--- src/rtl/csr_exc_ctrl_pkg.sv ---
// Shared definitions for the WB-to-CSR exception/ertn commit controller:
// exception codes, exception-vector bit positions and FSM encodings.
package csr_exc_ctrl_pkg;

    localparam logic [5:0] ECODE_INT  = 6'h00;
    localparam logic [5:0] ECODE_ADEF = 6'h08;
    localparam logic [5:0] ECODE_ALE  = 6'h09;
    localparam logic [5:0] ECODE_SYS  = 6'h0B;
    localparam logic [5:0] ECODE_BRK  = 6'h0C;
    localparam logic [5:0] ECODE_INE  = 6'h0D;

    localparam logic [8:0] ESUBCODE_NONE = 9'h000;

    localparam int EXC_W        = 5;
    localparam int EXC_ADEF_BIT = 0;
    localparam int EXC_ALE_BIT  = 1;
    localparam int EXC_SYS_BIT  = 2;
    localparam int EXC_BRK_BIT  = 3;
    localparam int EXC_INE_BIT  = 4;

    typedef enum logic [1:0] {
        ST_IDLE        = 2'd0,
        ST_EX_COMMIT   = 2'd1,
        ST_ERTN_COMMIT = 2'd2,
        ST_REDIRECT    = 2'd3
    } state_e;

    typedef enum logic {
        KIND_EX   = 1'b0,
        KIND_ERTN = 1'b1
    } kind_e;

endpackage

--- src/rtl/csr_exc_ctrl_if.sv ---
// Bundle of WB-stage, CSR-file and pre-IF signals around the commit controller.
// slave = controller side, master = surrounding pipeline / CSR file side.
interface csr_exc_ctrl_if #(
    parameter int PC_W      = 32,
    parameter int CSR_NUM_W = 14
);
    logic                 wb_valid;
    logic                 wb_ready;
    logic [PC_W-1:0]      wb_pc;
    logic [4:0]           wb_exc;
    logic                 wb_ertn;
    logic                 wb_csr_we;
    logic [CSR_NUM_W-1:0] wb_csr_num;
    logic [31:0]          wb_csr_wmask;
    logic [31:0]          wb_csr_wvalue;
    logic                 has_int;

    logic                 csr_we;
    logic [CSR_NUM_W-1:0] csr_num;
    logic [31:0]          csr_wmask;
    logic [31:0]          csr_wvalue;
    logic                 csr_wb_ex;
    logic [5:0]           csr_ecode;
    logic [8:0]           csr_esubcode;
    logic [PC_W-1:0]      csr_era_pc;
    logic                 csr_ertn_flush;
    logic [PC_W-1:0]      ex_entry;
    logic [PC_W-1:0]      ertn_entry;

    logic                 flush;
    logic                 redirect_valid;
    logic [PC_W-1:0]      redirect_pc;
    logic                 redirect_ready;

    modport slave (
        input  wb_valid, wb_pc, wb_exc, wb_ertn, wb_csr_we, wb_csr_num,
               wb_csr_wmask, wb_csr_wvalue, has_int, ex_entry, ertn_entry,
               redirect_ready,
        output wb_ready, csr_we, csr_num, csr_wmask, csr_wvalue, csr_wb_ex,
               csr_ecode, csr_esubcode, csr_era_pc, csr_ertn_flush, flush,
               redirect_valid, redirect_pc
    );

    modport master (
        output wb_valid, wb_pc, wb_exc, wb_ertn, wb_csr_we, wb_csr_num,
               wb_csr_wmask, wb_csr_wvalue, has_int, ex_entry, ertn_entry,
               redirect_ready,
        input  wb_ready, csr_we, csr_num, csr_wmask, csr_wvalue, csr_wb_ex,
               csr_ecode, csr_esubcode, csr_era_pc, csr_ertn_flush, flush,
               redirect_valid, redirect_pc
    );
endinterface

--- src/rtl/csr_exc_ctrl_exc_prio_enc.sv ---
// Combinational exception-cause priority encoder. Interrupt outranks every
// synchronous cause; shared with ID-stage interrupt tagging.
import csr_exc_ctrl_pkg::*;

module exc_prio_enc (
    input  logic             has_int,
    input  logic [EXC_W-1:0] exc,
    output logic             any_exc,
    output logic [5:0]       ecode,
    output logic [8:0]       esubcode
);

    // Highest-priority cause selection
    always_comb begin
        any_exc  = 1'b1;
        ecode    = ECODE_INT;
        esubcode = ESUBCODE_NONE;
        if (has_int) begin
            ecode = ECODE_INT;
        end else if (exc[EXC_ADEF_BIT]) begin
            ecode = ECODE_ADEF;
        end else if (exc[EXC_ALE_BIT]) begin
            ecode = ECODE_ALE;
        end else if (exc[EXC_SYS_BIT]) begin
            ecode = ECODE_SYS;
        end else if (exc[EXC_BRK_BIT]) begin
            ecode = ECODE_BRK;
        end else if (exc[EXC_INE_BIT]) begin
            ecode = ECODE_INE;
        end else begin
            any_exc = 1'b0;
            ecode   = ECODE_INT;
        end
    end

endmodule

--- src/rtl/csr_exc_ctrl.sv ---
// WB-stage exception / interrupt / ertn commit sequencer: pulses the CSR file,
// then holds flush and a redirect to pre-IF until the redirect is accepted.
import csr_exc_ctrl_pkg::*;

module csr_exc_ctrl #(
    parameter int PC_W      = 32,
    parameter int CSR_NUM_W = 14
) (
    input  logic           clk,
    input  logic           resetn,
    csr_exc_ctrl_if.slave  bus
);

    state_e          state_r;
    state_e          state_nxt_s;
    kind_e           kind_r;
    kind_e           kind_nxt_s;
    logic [5:0]      ecode_r;
    logic [8:0]      esubcode_r;
    logic [PC_W-1:0] pc_r;

    logic            any_exc_s;
    logic [5:0]      ecode_s;
    logic [8:0]      esubcode_s;
    logic            accept_s;
    logic            latch_exc_s;

    logic                 wb_ready_s;
    logic                 csr_we_s;
    logic [CSR_NUM_W-1:0] csr_num_s;
    logic [31:0]          csr_wmask_s;
    logic [31:0]          csr_wvalue_s;
    logic                 csr_wb_ex_s;
    logic [5:0]           csr_ecode_s;
    logic [8:0]           csr_esubcode_s;
    logic [PC_W-1:0]      csr_era_pc_s;
    logic                 csr_ertn_flush_s;
    logic                 flush_s;
    logic                 redirect_valid_s;
    logic [PC_W-1:0]      redirect_pc_s;

    exc_prio_enc u_exc_prio_enc (
        .has_int  (bus.has_int),
        .exc      (bus.wb_exc),
        .any_exc  (any_exc_s),
        .ecode    (ecode_s),
        .esubcode (esubcode_s)
    );

    // Handshake: only IDLE takes a new instruction, never while held in reset
    always_comb begin
        wb_ready_s = (state_r == ST_IDLE);
        accept_s   = bus.wb_valid & wb_ready_s & resetn;
    end

    // Next-state and redirect-kind selection
    always_comb begin
        state_nxt_s = state_r;
        kind_nxt_s  = kind_r;
        latch_exc_s = 1'b0;
        case (state_r)
            ST_IDLE: begin
                if (accept_s && any_exc_s) begin
                    state_nxt_s = ST_EX_COMMIT;
                    latch_exc_s = 1'b1;
                end else if (accept_s && bus.wb_ertn) begin
                    state_nxt_s = ST_ERTN_COMMIT;
                end else begin
                    state_nxt_s = ST_IDLE;
                end
            end
            ST_EX_COMMIT: begin
                state_nxt_s = ST_REDIRECT;
                kind_nxt_s  = KIND_EX;
            end
            ST_ERTN_COMMIT: begin
                state_nxt_s = ST_REDIRECT;
                kind_nxt_s  = KIND_ERTN;
            end
            ST_REDIRECT: begin
                if (bus.redirect_ready) begin
                    state_nxt_s = ST_IDLE;
                end else begin
                    state_nxt_s = ST_REDIRECT;
                end
            end
            default: begin
                state_nxt_s = ST_IDLE;
            end
        endcase
    end

    // Output decode; plain CSR writes bypass the FSM with zero added latency
    always_comb begin
        csr_we_s         = accept_s & bus.wb_csr_we & ~any_exc_s & ~bus.wb_ertn;
        csr_num_s        = {CSR_NUM_W{1'b0}};
        csr_wmask_s      = 32'h0000_0000;
        csr_wvalue_s     = 32'h0000_0000;
        csr_wb_ex_s      = 1'b0;
        csr_ecode_s      = 6'h00;
        csr_esubcode_s   = 9'h000;
        csr_era_pc_s     = {PC_W{1'b0}};
        csr_ertn_flush_s = 1'b0;
        flush_s          = 1'b0;
        redirect_valid_s = 1'b0;
        redirect_pc_s    = {PC_W{1'b0}};
        if (csr_we_s) begin
            csr_num_s    = bus.wb_csr_num;
            csr_wmask_s  = bus.wb_csr_wmask;
            csr_wvalue_s = bus.wb_csr_wvalue;
        end else begin
            csr_num_s    = {CSR_NUM_W{1'b0}};
        end
        case (state_r)
            ST_IDLE: begin
                flush_s = 1'b0;
            end
            ST_EX_COMMIT: begin
                csr_wb_ex_s    = 1'b1;
                csr_ecode_s    = ecode_r;
                csr_esubcode_s = esubcode_r;
                csr_era_pc_s   = pc_r;
                flush_s        = 1'b1;
            end
            ST_ERTN_COMMIT: begin
                csr_ertn_flush_s = 1'b1;
                flush_s          = 1'b1;
            end
            ST_REDIRECT: begin
                flush_s          = 1'b1;
                redirect_valid_s = 1'b1;
                // CSR file already reflects the commit, so entries are read live
                if (kind_r == KIND_ERTN) begin
                    redirect_pc_s = bus.ertn_entry;
                end else begin
                    redirect_pc_s = bus.ex_entry;
                end
            end
            default: begin
                flush_s = 1'b0;
            end
        endcase
    end

    // State, redirect kind and latched exception context
    always_ff @(posedge clk) begin
        if (!resetn) begin
            state_r    <= ST_IDLE;
            kind_r     <= KIND_EX;
            ecode_r    <= 6'h00;
            esubcode_r <= 9'h000;
            pc_r       <= {PC_W{1'b0}};
        end else begin
            state_r <= state_nxt_s;
            kind_r  <= kind_nxt_s;
            if (latch_exc_s) begin
                ecode_r    <= ecode_s;
                esubcode_r <= esubcode_s;
                pc_r       <= bus.wb_pc;
            end
        end
    end

    assign bus.wb_ready       = wb_ready_s;
    assign bus.csr_we         = csr_we_s;
    assign bus.csr_num        = csr_num_s;
    assign bus.csr_wmask      = csr_wmask_s;
    assign bus.csr_wvalue     = csr_wvalue_s;
    assign bus.csr_wb_ex      = csr_wb_ex_s;
    assign bus.csr_ecode      = csr_ecode_s;
    assign bus.csr_esubcode   = csr_esubcode_s;
    assign bus.csr_era_pc     = csr_era_pc_s;
    assign bus.csr_ertn_flush = csr_ertn_flush_s;
    assign bus.flush          = flush_s;
    assign bus.redirect_valid = redirect_valid_s;
    assign bus.redirect_pc    = redirect_pc_s;

endmodule

--- src/flat_wrapper.sv ---
// flat-port wrapper written by rule: the top's interface ports become plain ports
module csr_exc_ctrl_flat 
#(
    parameter int PC_W      = 32,
    parameter int CSR_NUM_W = 14
)
  (clk, resetn, bus_wb_valid, bus_wb_pc, bus_wb_exc, bus_wb_ertn, bus_wb_csr_we, bus_wb_csr_num, bus_wb_csr_wmask, bus_wb_csr_wvalue, bus_has_int, bus_ex_entry, bus_ertn_entry, bus_redirect_ready, bus_wb_ready, bus_csr_we, bus_csr_num, bus_csr_wmask, bus_csr_wvalue, bus_csr_wb_ex, bus_csr_ecode, bus_csr_esubcode, bus_csr_era_pc, bus_csr_ertn_flush, bus_flush, bus_redirect_valid, bus_redirect_pc);
  csr_exc_ctrl_if #(.PC_W(PC_W), .CSR_NUM_W(CSR_NUM_W)) bus_i ();
  input  logic clk;
  input  logic resetn;
  input wire logic [$bits(bus_i.wb_valid)-1:0] bus_wb_valid;
  input wire logic [$bits(bus_i.wb_pc)-1:0] bus_wb_pc;
  input wire logic [$bits(bus_i.wb_exc)-1:0] bus_wb_exc;
  input wire logic [$bits(bus_i.wb_ertn)-1:0] bus_wb_ertn;
  input wire logic [$bits(bus_i.wb_csr_we)-1:0] bus_wb_csr_we;
  input wire logic [$bits(bus_i.wb_csr_num)-1:0] bus_wb_csr_num;
  input wire logic [$bits(bus_i.wb_csr_wmask)-1:0] bus_wb_csr_wmask;
  input wire logic [$bits(bus_i.wb_csr_wvalue)-1:0] bus_wb_csr_wvalue;
  input wire logic [$bits(bus_i.has_int)-1:0] bus_has_int;
  input wire logic [$bits(bus_i.ex_entry)-1:0] bus_ex_entry;
  input wire logic [$bits(bus_i.ertn_entry)-1:0] bus_ertn_entry;
  input wire logic [$bits(bus_i.redirect_ready)-1:0] bus_redirect_ready;
  output wire logic [$bits(bus_i.wb_ready)-1:0] bus_wb_ready;
  output wire logic [$bits(bus_i.csr_we)-1:0] bus_csr_we;
  output wire logic [$bits(bus_i.csr_num)-1:0] bus_csr_num;
  output wire logic [$bits(bus_i.csr_wmask)-1:0] bus_csr_wmask;
  output wire logic [$bits(bus_i.csr_wvalue)-1:0] bus_csr_wvalue;
  output wire logic [$bits(bus_i.csr_wb_ex)-1:0] bus_csr_wb_ex;
  output wire logic [$bits(bus_i.csr_ecode)-1:0] bus_csr_ecode;
  output wire logic [$bits(bus_i.csr_esubcode)-1:0] bus_csr_esubcode;
  output wire logic [$bits(bus_i.csr_era_pc)-1:0] bus_csr_era_pc;
  output wire logic [$bits(bus_i.csr_ertn_flush)-1:0] bus_csr_ertn_flush;
  output wire logic [$bits(bus_i.flush)-1:0] bus_flush;
  output wire logic [$bits(bus_i.redirect_valid)-1:0] bus_redirect_valid;
  output wire logic [$bits(bus_i.redirect_pc)-1:0] bus_redirect_pc;
  assign bus_i.wb_valid = bus_wb_valid;
  assign bus_i.wb_pc = bus_wb_pc;
  assign bus_i.wb_exc = bus_wb_exc;
  assign bus_i.wb_ertn = bus_wb_ertn;
  assign bus_i.wb_csr_we = bus_wb_csr_we;
  assign bus_i.wb_csr_num = bus_wb_csr_num;
  assign bus_i.wb_csr_wmask = bus_wb_csr_wmask;
  assign bus_i.wb_csr_wvalue = bus_wb_csr_wvalue;
  assign bus_i.has_int = bus_has_int;
  assign bus_i.ex_entry = bus_ex_entry;
  assign bus_i.ertn_entry = bus_ertn_entry;
  assign bus_i.redirect_ready = bus_redirect_ready;
  assign bus_wb_ready = bus_i.wb_ready;
  assign bus_csr_we = bus_i.csr_we;
  assign bus_csr_num = bus_i.csr_num;
  assign bus_csr_wmask = bus_i.csr_wmask;
  assign bus_csr_wvalue = bus_i.csr_wvalue;
  assign bus_csr_wb_ex = bus_i.csr_wb_ex;
  assign bus_csr_ecode = bus_i.csr_ecode;
  assign bus_csr_esubcode = bus_i.csr_esubcode;
  assign bus_csr_era_pc = bus_i.csr_era_pc;
  assign bus_csr_ertn_flush = bus_i.csr_ertn_flush;
  assign bus_flush = bus_i.flush;
  assign bus_redirect_valid = bus_i.redirect_valid;
  assign bus_redirect_pc = bus_i.redirect_pc;
  csr_exc_ctrl #(.PC_W(PC_W), .CSR_NUM_W(CSR_NUM_W)) u_core (.clk(clk), .resetn(resetn), .bus(bus_i));
endmodule
--- config.mk ---
export PLATFORM = sky130hd
export DESIGN_NAME = csr_exc_ctrl_flat
export DESIGN_NICKNAME = d
export VERILOG_FILES = /design/src/rtl/csr_exc_ctrl_pkg.sv /design/src/rtl/csr_exc_ctrl_if.sv /design/src/rtl/csr_exc_ctrl_exc_prio_enc.sv /design/src/rtl/csr_exc_ctrl.sv /design/src/flat_wrapper.sv
export SDC_FILE = /design/constraint.sdc
export NUM_CORES = 1
export LEC_CHECK = 0
export ABC_AREA = 0
export ABC_CLOCK_PERIOD_IN_PS = 5550
export CAP_MARGIN = 20
export CORE_AREA = 2 2 136 138
export CTS_BUF_LIST = sky130_fd_sc_hd__clkbuf_4
export CTS_CLUSTER_DIAMETER = 200
export DETAILED_ROUTE_END_ITERATION = 7
export DIE_AREA = 0 0 138 140
export HOLD_SLACK_MARGIN = 0.15
export PLACE_DENSITY = 0.59
export SKIP_LAST_GASP = 1
export SYNTH_ARGS = -nofsm -noshare
export SYNTH_HDL_FRONTEND = slang
export SYNTH_SLANG_ARGS = --single-unit
--- constraint.sdc ---
create_clock -name clk -period 5.55 [get_ports clk]
set_input_delay 1.665 -clock clk [delete_from_list [all_inputs] [get_ports clk]]
set_output_delay 1.665 -clock clk [all_outputs]
set_load 0.005 [all_outputs]
; Word level (Yosys, flattened, before mapping)
; Cells that the tools add are included.
[word_totals]
register_bits = 41
latchBits = 0
mem_bits_rw = 0
rom_bits = 0
in_bits = 186
output_inout_bits = 163
word_cells = 50
n_memories = 0
[op_classes]
n_addsub = 0
multipliers = 0
div = 0
order_cmp = 0
eq_ne = 3
shifts = 0
n_mux = 30
bitwise = 7
n_reduce_logical = 6
[op_table]
columns = operator, count
row1 = $mux W32, 5
row2 = $mux W6, 6
row3 = $mux W14, 1
row4 = $mux W1, 11
row5 = $mux W2, 3
row6 = $pmux W2 S3, 1
row7 = $and A1 B1 Y1, 5
row8 = $eq A2 B2 Y1 const B, 2
row9 = $mux W4, 1
row10 = $pmux W1 S2, 2
row11 = $reduce_or A3 Y1, 1
row12 = $eq A2 B1 Y1 const B, 1
row13 = $logic_and A1 B1 Y1, 2
row14 = $logic_not A2 Y1, 1
row15 = $not A1 Y1, 2
row16 = $reduce_bool A2 Y1, 1
row17 = $reduce_or A2 Y1, 1

; Depth between registers and ports, before layout
; Gate-level depths: netlist of the first run.
[logic_depth]
depth_word = 10
depth_mapped = 7

; Cells and area by module
; Synthesis of the first run repeated with hierarchy kept, for this count alone.
[hier_totals]
hier_cells = 458
area_unflattened_um2 = 3373.2
[by_module_without_submodules]
columns = module, n_inst, cells_each, area_each_um2, seq_area_each_um2
row1 = csr_exc_ctrl, 1, 436, 3229.3, 1001.0
row2 = exc_prio_enc, 1, 22, 143.9, 0.0

; Worst setup path before layout of the first run
; OpenSTA, ideal clock, no wires.
[synth_timing]
path_kind = input port to output port
start = input port bus_wb_exc[2]
end = output port bus_csr_num[0]
arrival_ns = 2.840
t_required_ns = 3.885
setup_slack_ns = 1.045
cell_stages = 5
n_path_buf = 2
path_cell_list = or3_4 nor4_4 buf_4 buf_6 and2_1
[synth_between]
elab_chain_len = 8
[synth_rtl]
columns = item, line_no
row1 = "start, declared", flat_wrapper.sv:13  ; input wire logic [$bits(bus_i.wb_exc)-1:0] bus_wb_exc;
row2 = $mux W1, csr_exc_ctrl_exc_prio_enc.sv:24  ; end else if (exc[EXC_SYS_BIT]) begin
row3 = $mux W1, csr_exc_ctrl_exc_prio_enc.sv:22  ; end else if (exc[EXC_ALE_BIT]) begin
row4 = $mux W1, csr_exc_ctrl_exc_prio_enc.sv:20  ; end else if (exc[EXC_ADEF_BIT]) begin
row5 = $mux W1, csr_exc_ctrl_exc_prio_enc.sv:18  ; if (has_int) begin
row6 = $not A1 Y1, csr_exc_ctrl.sv:95  ; csr_we_s = accept_s & bus.wb_csr_we & ~any_exc_s & ~bus.wb_ertn;
row7 = $and A1 B1 Y1 (2 in series), csr_exc_ctrl.sv:95
row8 = $mux W14, csr_exc_ctrl.sv:107  ; if (csr_we_s) begin
row9 = "end, declared", flat_wrapper.sv:25  ; output wire logic [$bits(bus_i.csr_num)-1:0] bus_csr_num;
; No other way between the ends.

; Final worst setup path of the first run
[layout_timing]
start = input port bus_wb_exc[3]
end = output port bus_csr_wmask[8]
[layout_between]
elab_chain_len = 9
[layout_rtl]
columns = item, line_no
row1 = $mux W1, csr_exc_ctrl_exc_prio_enc.sv:26  ; end else if (exc[EXC_BRK_BIT]) begin
row2 = $mux W1, csr_exc_ctrl_exc_prio_enc.sv:24
row3 = $mux W1, csr_exc_ctrl_exc_prio_enc.sv:22
row4 = $mux W1, csr_exc_ctrl_exc_prio_enc.sv:20
row5 = $mux W1, csr_exc_ctrl_exc_prio_enc.sv:18
row6 = $not A1 Y1, csr_exc_ctrl.sv:95
row7 = $and A1 B1 Y1 (2 in series), csr_exc_ctrl.sv:95
row8 = $mux W32, csr_exc_ctrl.sv:107
row9 = "end, declared", flat_wrapper.sv:26  ; output wire logic [$bits(bus_i.csr_wmask)-1:0] bus_csr_wmask;
; No other way between the ends.

==> out/qor.txt, run 1 <==
=========================================================================================
Number of synthesized register bits                                                    39
Proportion of register bits with asynchronous set or reset after synthesis             0%
Main flop type after synthesis                                               sky130_fd_sc_hd__dfxtp_1
Ys Warns                                                                                0
Vias post-DR                                                                         3618
H-Tree Level Count                                                                      2
Vertical die dimension                                                        140 microns
Initial standard-cell utilization of the core                                       17.3%
Run status                                                                   finished, final reports clean
Mapped Area                                                                    3080 sq um
Via/cell ratio                                                                       3.79
CTS sink cnt                                                                           39
GRT Resource Usage Total                                                            14.8%
Synth-to-Final Area Change                                                           122%
Cell variety after synth                                                               30
Max-capacitance violation count                                                         0
Logic depth of the worst register-to-register path                                      6
Vias in the first global route                                                       3650
Latest clock arrival within the worst-skew pair                                    350 ps
Final setup violation count                                                             0
Remaining antenna violation count after routing                                         0
Most area-consuming cells after synthesis                                    sky130_fd_sc_hd__dfxtp_1 25%, sky130_fd_sc_hd__and2_1 23%, sky130_fd_sc_hd__mux2i_1 22%, sky130_fd_sc_hd__nor2b_1 7.1%, sky130_fd_sc_hd__inv_1 4.5%
Clock network fraction of design power                                              20.6%
Largest area contributor in the netlist                                      sky130_fd_sc_hd__dfxtp_1
Crit-path slowest cell                                                       sky130_fd_sc_hd__clkdlybuf4s50_1
First-pass GRT wire length                                                   22300 microns
Required time of the critical path                                                3880 ps
Detailed Route Iter0 Violations                                                        86
R2R Setup Slk                                                                     3660 ps
Startpoint Class                                                               input port
Number of port buffers                                                                337
Count of hold buffers inserted by post-cts repair                                       0
Routed length per placed instance                                            15.8 microns
Share of final-layout standard cells stronger than drive strength 1                 3.73%
Setup repair after global routing missed its margin                                    no
Hold/Removal Path Class                                                           reg2reg
Maximum clock skew at final layout                                                14.8 ps
Part of the total power dissipated in sequential elements                           44.3%
Avg Cell Area, Syn                                                             7.87 sq um
Max Fanout on Critical Path                                                            18
Data arrival, critical path                                                       3770 ps
Post-Route WL                                                                15100 microns
Category of the critical setup timing path                                         in2out
Pin count of the biggest net entering global routing                                   41
Count of fill cells added during filler insertion                                    1819
Initial antenna violation count                                                         3
Number of endpoints with negative hold slack in the final report                        0
Post-placement setup slack                                                       -26.2 ps
Leading post-synthesis cells by instance count                               114 x sky130_fd_sc_hd__and2_1, 67 x sky130_fd_sc_hd__mux2i_1, 39 x sky130_fd_sc_hd__dfxtp_1
Setup crit end kind                                                           output port
Worst slew margin relative to its limit                                             31.0%
TritonCTS clock tree                                                                built
Placeable Area                                                                17800 sq um
Top-Level Pins                                                                        349
Final period util                                                                   97.8%
Static Leak                                                                       2.84 nW
Horizontal extent of the die                                                  138 microns
Number of CTS-inserted buffers                                                          5
Internal cell power                                                              0.522 mW
Post-DP HPWL                                                                 12600 microns
Layout net count                                                                      913
Worst setup slack after layout                                                     119 ps
Post-route total power                                                           0.709 mW
Final routed DRC violation total                                                        0
Buffer cell driving the clock tree root                                      sky130_fd_sc_hd__clkbuf_4
Count of cells along the worst hold path                                                2
Critical path cell sequence                                                  clkdlybuf4s50_1 -> or2_4 -> nor4_4 -> buf_4 -> buf_12 -> buf_12 -> and2_1 -> clkdlybuf4s50_1
Slew at the pin with the worst max-slew slack                                     1040 ps
Slew Viols, Final                                                                       0
Total gr overflow                                                                       0
Highest cell delay on the worst timing path                                        510 ps
Standard-cell rows                                                                     49
Power density over the cells                                                  104 nW/um^2
Synth top area share                                                                25.4%
Largest vdd supply drop                                                       0.0000675 V
CTS Buffer Depth                                                                        2
Final RePlAce weighted congestion                                                   0.808
Switching part of the total                                                         26.3%
Combinational cell fraction of total power                                          35.1%
Clock slew seen by the registers of the worst setup and hold paths                 110 ps
Min Clock Period, post-route                                                      5430 ps
Peak Freq                                                                         184 MHz
Post-synth EDFFs                                                                        0
Register area share after synthesis                                                 25.4%
Detailed Routing Iterations Pass 1                                                      4
Net load switching power                                                         0.187 mW
Count leader, synth                                                          sky130_fd_sc_hd__and2_1
Synth Instances                                                                       391
Area of the die                                                               19300 sq um
=========================================================================================
## power groups by stage
stage	Combinational [mW]	Sequential, mW	Clock, mW
after floorplan	0.0803	0.317	0
after global placement	0.249	0.320	0
after detailed placement	0.250	0.321	0
after CTS	0.252	0.315	0.160
after global routing	0.271	0.318	0.170
final	0.249	0.314	0.146
## critical path: cells and delay by family
kind | cells | cell delay, ps
buffers and inverters | 5 | 1400
and+or+nand+nor | 3 | 700
## worst paths after layout
| path | from | endpoint |
|---|---|---|
| setup / recovery | bus_wb_exc[3] | bus_csr_wmask[8] |
| hold / removal | u_core.pc_r[12] | u_core.pc_r[12] |
| setup reg to reg | u_core.state_r[0] | u_core.pc_r[19] |
| hold reg to reg | u_core.pc_r[12] | u_core.pc_r[12] |
## per-stage QoR
step           hold WS [ps]  cells  TNS, ps  area, sq um  util (%)
6_report                461    954        0         6840      38.5
2_1_floorplan           433    401        0         3110         -
5_1_grt                 480    953        0         6840      38.4
3_5_place_dp            448    939     -196         6680      37.6
4_1_cts                 464    950   -0.464         6780      38.1
3_3_place_gp            441    939        0         6680      37.6
## area by class of cell
type                    count  area [sq um]  area share [%]
repair buffers            351          3580            52.3
multi-input cells         288          2000            29.2
flip-flops and latches     39           782            11.4
well taps                 229           287            4.19
inverters                  37           139            2.03
clock buffers               5          37.5           0.549
clock inverters             3          15.0           0.220
diodes                      2          5.00          0.0732
## registers in the layout, indices dropped and copies added (netlist names)
name / flops
u_core.state_r: 2
u_core.ecode_r: 4
u_core.pc_r: 32
u_core.kind_r: 1
## per-layer routing
metal / routed length [microns] / GRT usage, %
met1: 5800 / 16.7
met5: 23 / 0
met3: 1110 / 4.38
met4: 116 / 1.56
met2: 8030 / 28.2
## timing repair
item                       CTS  global route
cloned                       1             0
resized for setup            0             3
setup endpoints to repair   24            64
setup buffers                2             0
pin swaps                    1             1
## cell families after synthesis
group / count (synthesis) / synth area share (%)
multiplexers: 67 / 21.8
AO/OA/AOI/OAI: 8 / 2.07
AND/OR/NAND/NOR: 197 / 37.5
flip-flops: 39 / 25.4
other: 1 / 0.122
adder cells (fa/ha/maj): 5 / 2.03
buffers and inverters: 74 / 11.1
## cell usage in the layout (no fill, tap or decap), drive strengths merged, types with 2 or more instances in the layout
cell type	instances
inv	37
diode	2
and2	114
nand2	35
buf	12
nor2b	35
conb	11
o221a	2
nor2	4
clkinv	2
clkdlybuf4s50	335
nor4	2
mux2i	67
ha	5
clkbuf	6
dlymetal6s2s	2
dfxtp	39
No activity file was read; power rests on OpenSTA's default activity.
==> inputs of run 2 (changes only) <==
--- a/config.mk
+++ b/config.mk
@@ -13,9 +13,11 @@
 export CTS_CLUSTER_DIAMETER = 200
 export DETAILED_ROUTE_END_ITERATION = 7
 export DIE_AREA = 0 0 138 140
+export GPL_ROUTABILITY_DRIVEN = 0
 export HOLD_SLACK_MARGIN = 0.15
 export PLACE_DENSITY = 0.59
 export SKIP_LAST_GASP = 1
+export SLEW_MARGIN = 15
 export SYNTH_ARGS = -nofsm -noshare
 export SYNTH_HDL_FRONTEND = slang
 export SYNTH_SLANG_ARGS = --single-unit
==> run 2 against run 1 <==
Power is essentially flat. Core utilization shrank 0.13 points. Via count shrank 0.11%. Clock-buffer cell count is the same. Clock skew grew 1.0 ps. Final area shrank 0.33%. Worst hold slack is essentially flat. Sequential share of layout area is essentially flat. Final cell count shrank 0.10%. Critical path depth is the same. Critical path type unchanged. Highest routed layer unchanged.
==> out/qor.txt, run 2 (same netlist as run 1, synthesis figures left out) <==
==================================================================================
Run status                                                            finished, final reports clean   unchanged
GRT Resource Usage Total                                                     14.8%   unchanged
H-Tree Level Count                                                               2   unchanged
Slew Viols, Final                                                                0   unchanged
Number of CTS-inserted buffers                                                   5   unchanged
Area of the die                                                        19300 sq um   unchanged
Pin count of the biggest net entering global routing                            41   unchanged
Final routed DRC violation total                                                 0   unchanged
Min Clock Period, post-route                                               5430 ps   about the same
Detailed Routing Iterations Pass 1                                               4   unchanged
Data arrival, critical path                                                3770 ps   about the same
Vertical die dimension                                                 140 microns   unchanged
Internal cell power                                                       0.522 mW   about the same
Count of hold buffers inserted by post-cts repair                                0   unchanged
Final setup TNS                                                               0 ps   unchanged
Highest cell delay on the worst timing path                                 510 ps   about the same
Standard-cell rows                                                              49   unchanged
Required time of the critical path                                         3880 ps   about the same
Detailed Route Iter0 Violations                                                 97   was 86
Part of the total power dissipated in sequential elements                    44.4%   was 44.3%
Placed cell areas                                                       6680 sq um   unchanged
Total gr overflow                                                                0   unchanged
Critical path cell sequence                                           clkdlybuf4s50_1 -> or2_4 -> nor4_4 -> buf_4 -> buf_12 -> buf_12 -> and2_1 -> clkdlybuf4s50_1   unchanged
Static Leak                                                                2.83 nW   was 2.84 nW
Switching part of the total                                                  26.3%   about the same
Combinational cell fraction of total power                                   35.1%   about the same
Worst slew margin relative to its limit                                      31.2%   was 31.0%
Largest registers ranked by flip-flop count                           u_core.pc_r: 32 flops, u_core.ecode_r: 4 flops, u_core.state_r: 2 flops   unchanged
Largest register by flop count                                         u_core.pc_r   unchanged
Max FFs per register                                                            32   unchanged
Maximum clock skew at final layout                                         15.8 ps   was 14.8 ps
Most frequent cells in the layout                                     335 x sky130_fd_sc_hd__clkdlybuf4s50_1, 114 x sky130_fd_sc_hd__and2_1, 67 x sky130_fd_sc_hd__mux2i_1   unchanged
Post-Route WL                                                         15100 microns   about the same
Crit-path slowest cell                                                sky130_fd_sc_hd__clkdlybuf4s50_1   unchanged
Slew at the pin with the worst max-slew slack                              1030 ps   was 1040 ps
Startpoint Class                                                        input port   unchanged
Clock slew seen by the registers of the worst setup and hold paths          110 ps   about the same
Remaining antenna violation count after routing                                  0   unchanged
Category of the critical setup timing path                                  in2out   unchanged
Latest clock arrival within the worst-skew pair                             350 ps   about the same
Largest vdd supply drop                                                0.0000675 V   about the same
Final period util                                                            97.8%   about the same
Post-route total power                                                    0.709 mW   about the same
Layout net count                                                               912   was 913
CTS sink cnt                                                                    39   unchanged
Placeable Area                                                         17800 sq um   unchanged
CTS Buffer Depth                                                                 2   unchanged
Horizontal extent of the die                                           138 microns   unchanged
CP top delay family                                                   buffers and inverters   unchanged
Initial antenna violation count                                                  3   unchanged
Number of port buffers                                                         337   unchanged
Buffering stage count on the worst path with inverters included                  5   unchanged
Peak Freq                                                                  184 MHz   about the same
First-pass GRT wire length                                            22300 microns   unchanged
Share of final-layout standard cells stronger than drive strength 1          3.74%   was 3.73%
Setup crit end kind                                                    output port   unchanged
Power density over the cells                                           104 nW/um^2   about the same
Max-capacitance violation count                                                  0   unchanged
Vias in the first global route                                                3650   unchanged
Non-filler instance count after layout                                         953   was 954
Top-Level Pins                                                                 349   unchanged
Placed cell count                                                              939   unchanged
Final hold slack                                                            461 ps   about the same
TritonCTS clock tree                                                         built   unchanged
Post-DP HPWL                                                          12600 microns   unchanged
Routed length per placed instance                                     15.8 microns   about the same
Net load switching power                                                  0.186 mW   was 0.187 mW
Count of fill cells added during filler insertion                             1820   was 1819
Clock network fraction of design power                                       20.6%   about the same
Cell area after layout                                                  6820 sq um   was 6840 sq um
Leading cell type in the layout, fill and taps excluded               sky130_fd_sc_hd__clkdlybuf4s50_1   unchanged
Initial standard-cell utilization of the core                                17.3%   unchanged
Final setup violation count                                                      0   unchanged
Number of endpoints with negative hold slack in the final report                 0   unchanged
Setup repair after global routing missed its margin                             no   unchanged
Via/cell ratio                                                                3.79   about the same
Hold/Removal Path Class                                                    reg2reg   unchanged
Max Fanout on Critical Path                                                     18   unchanged
Synth-to-Final Area Change                                                    122%   about the same
Vias post-DR                                                                  3614   was 3618
Buffer cell driving the clock tree root                               sky130_fd_sc_hd__clkbuf_4   unchanged
==================================================================================
==> run 2: worst paths after layout <==
| path | from | end | depth (start not counted) | slack, ps |
|---|---|---|---|---|
| min | u_core.pc_r[12] | u_core.pc_r[12] | 2 | 460 |
| max | bus_wb_exc[3] | bus_csr_wmask[8] | 8 | 120 |
| max reg2reg | u_core.state_r[0] | u_core.pc_r[19] | 6 | 3650 |
| min reg2reg | u_core.pc_r[12] | u_core.pc_r[12] | 2 | 460 |
==> run 2: per-stage QoR <==
step                      util, %  worst slack, ps
after CTS                    38.1           -0.464
after global placement       37.6             16.0
after global routing         38.3             11.6
final                        38.3              120
after floorplan                 -             1050
after detailed placement     37.6            -26.2
==> run 2: power by group through the flow <==
stage,Combinational [mW],Sequential [mW],Clock [mW]
after floorplan,0.0803,0.317,0
after global placement,0.249,0.320,0
after detailed placement,0.250,0.321,0
after CTS,0.252,0.315,0.160
after global routing,0.271,0.318,0.170
final,0.249,0.314,0.146
==> run 2: tightest hold or removal path: stages (launching register included) <==
cell                      delay [ps]
sky130_fd_sc_hd__dfxtp_1         320
sky130_fd_sc_hd__nand2_1          50
sky130_fd_sc_hd__mux2i_1          50
==> run 2: metal layers <==
layer	wire, microns	vias to the layer above	GRT usage (%)
li1	-	1852	-
met1	5770	1585	16.7
met2	8040	162	28.2
met3	1110	11	4.38
met4	116	4	1.56
met5	23	-	0
==> run 2: layout make-up <==
type                       instances  area, sq um  share of cell area, %
antenna                            2         5.00                 0.0734
sequential                        39          782                   11.5
tap                              229          287                   4.20
inverter                          37          139                   2.04
clock buffer                       5         37.5                  0.551
timing repair buffer             350         3550                   52.1
multi-input combinational        288         2000                   29.3
clock inverter                     3         15.0                  0.220
==> run 2: what timing repair did <==
action	CTS	global route
gates cloned	1	0
pin swaps	1	1
gates resized for setup	0	3
endpoints found under the setup margin	24	64
buffers inserted	2	0
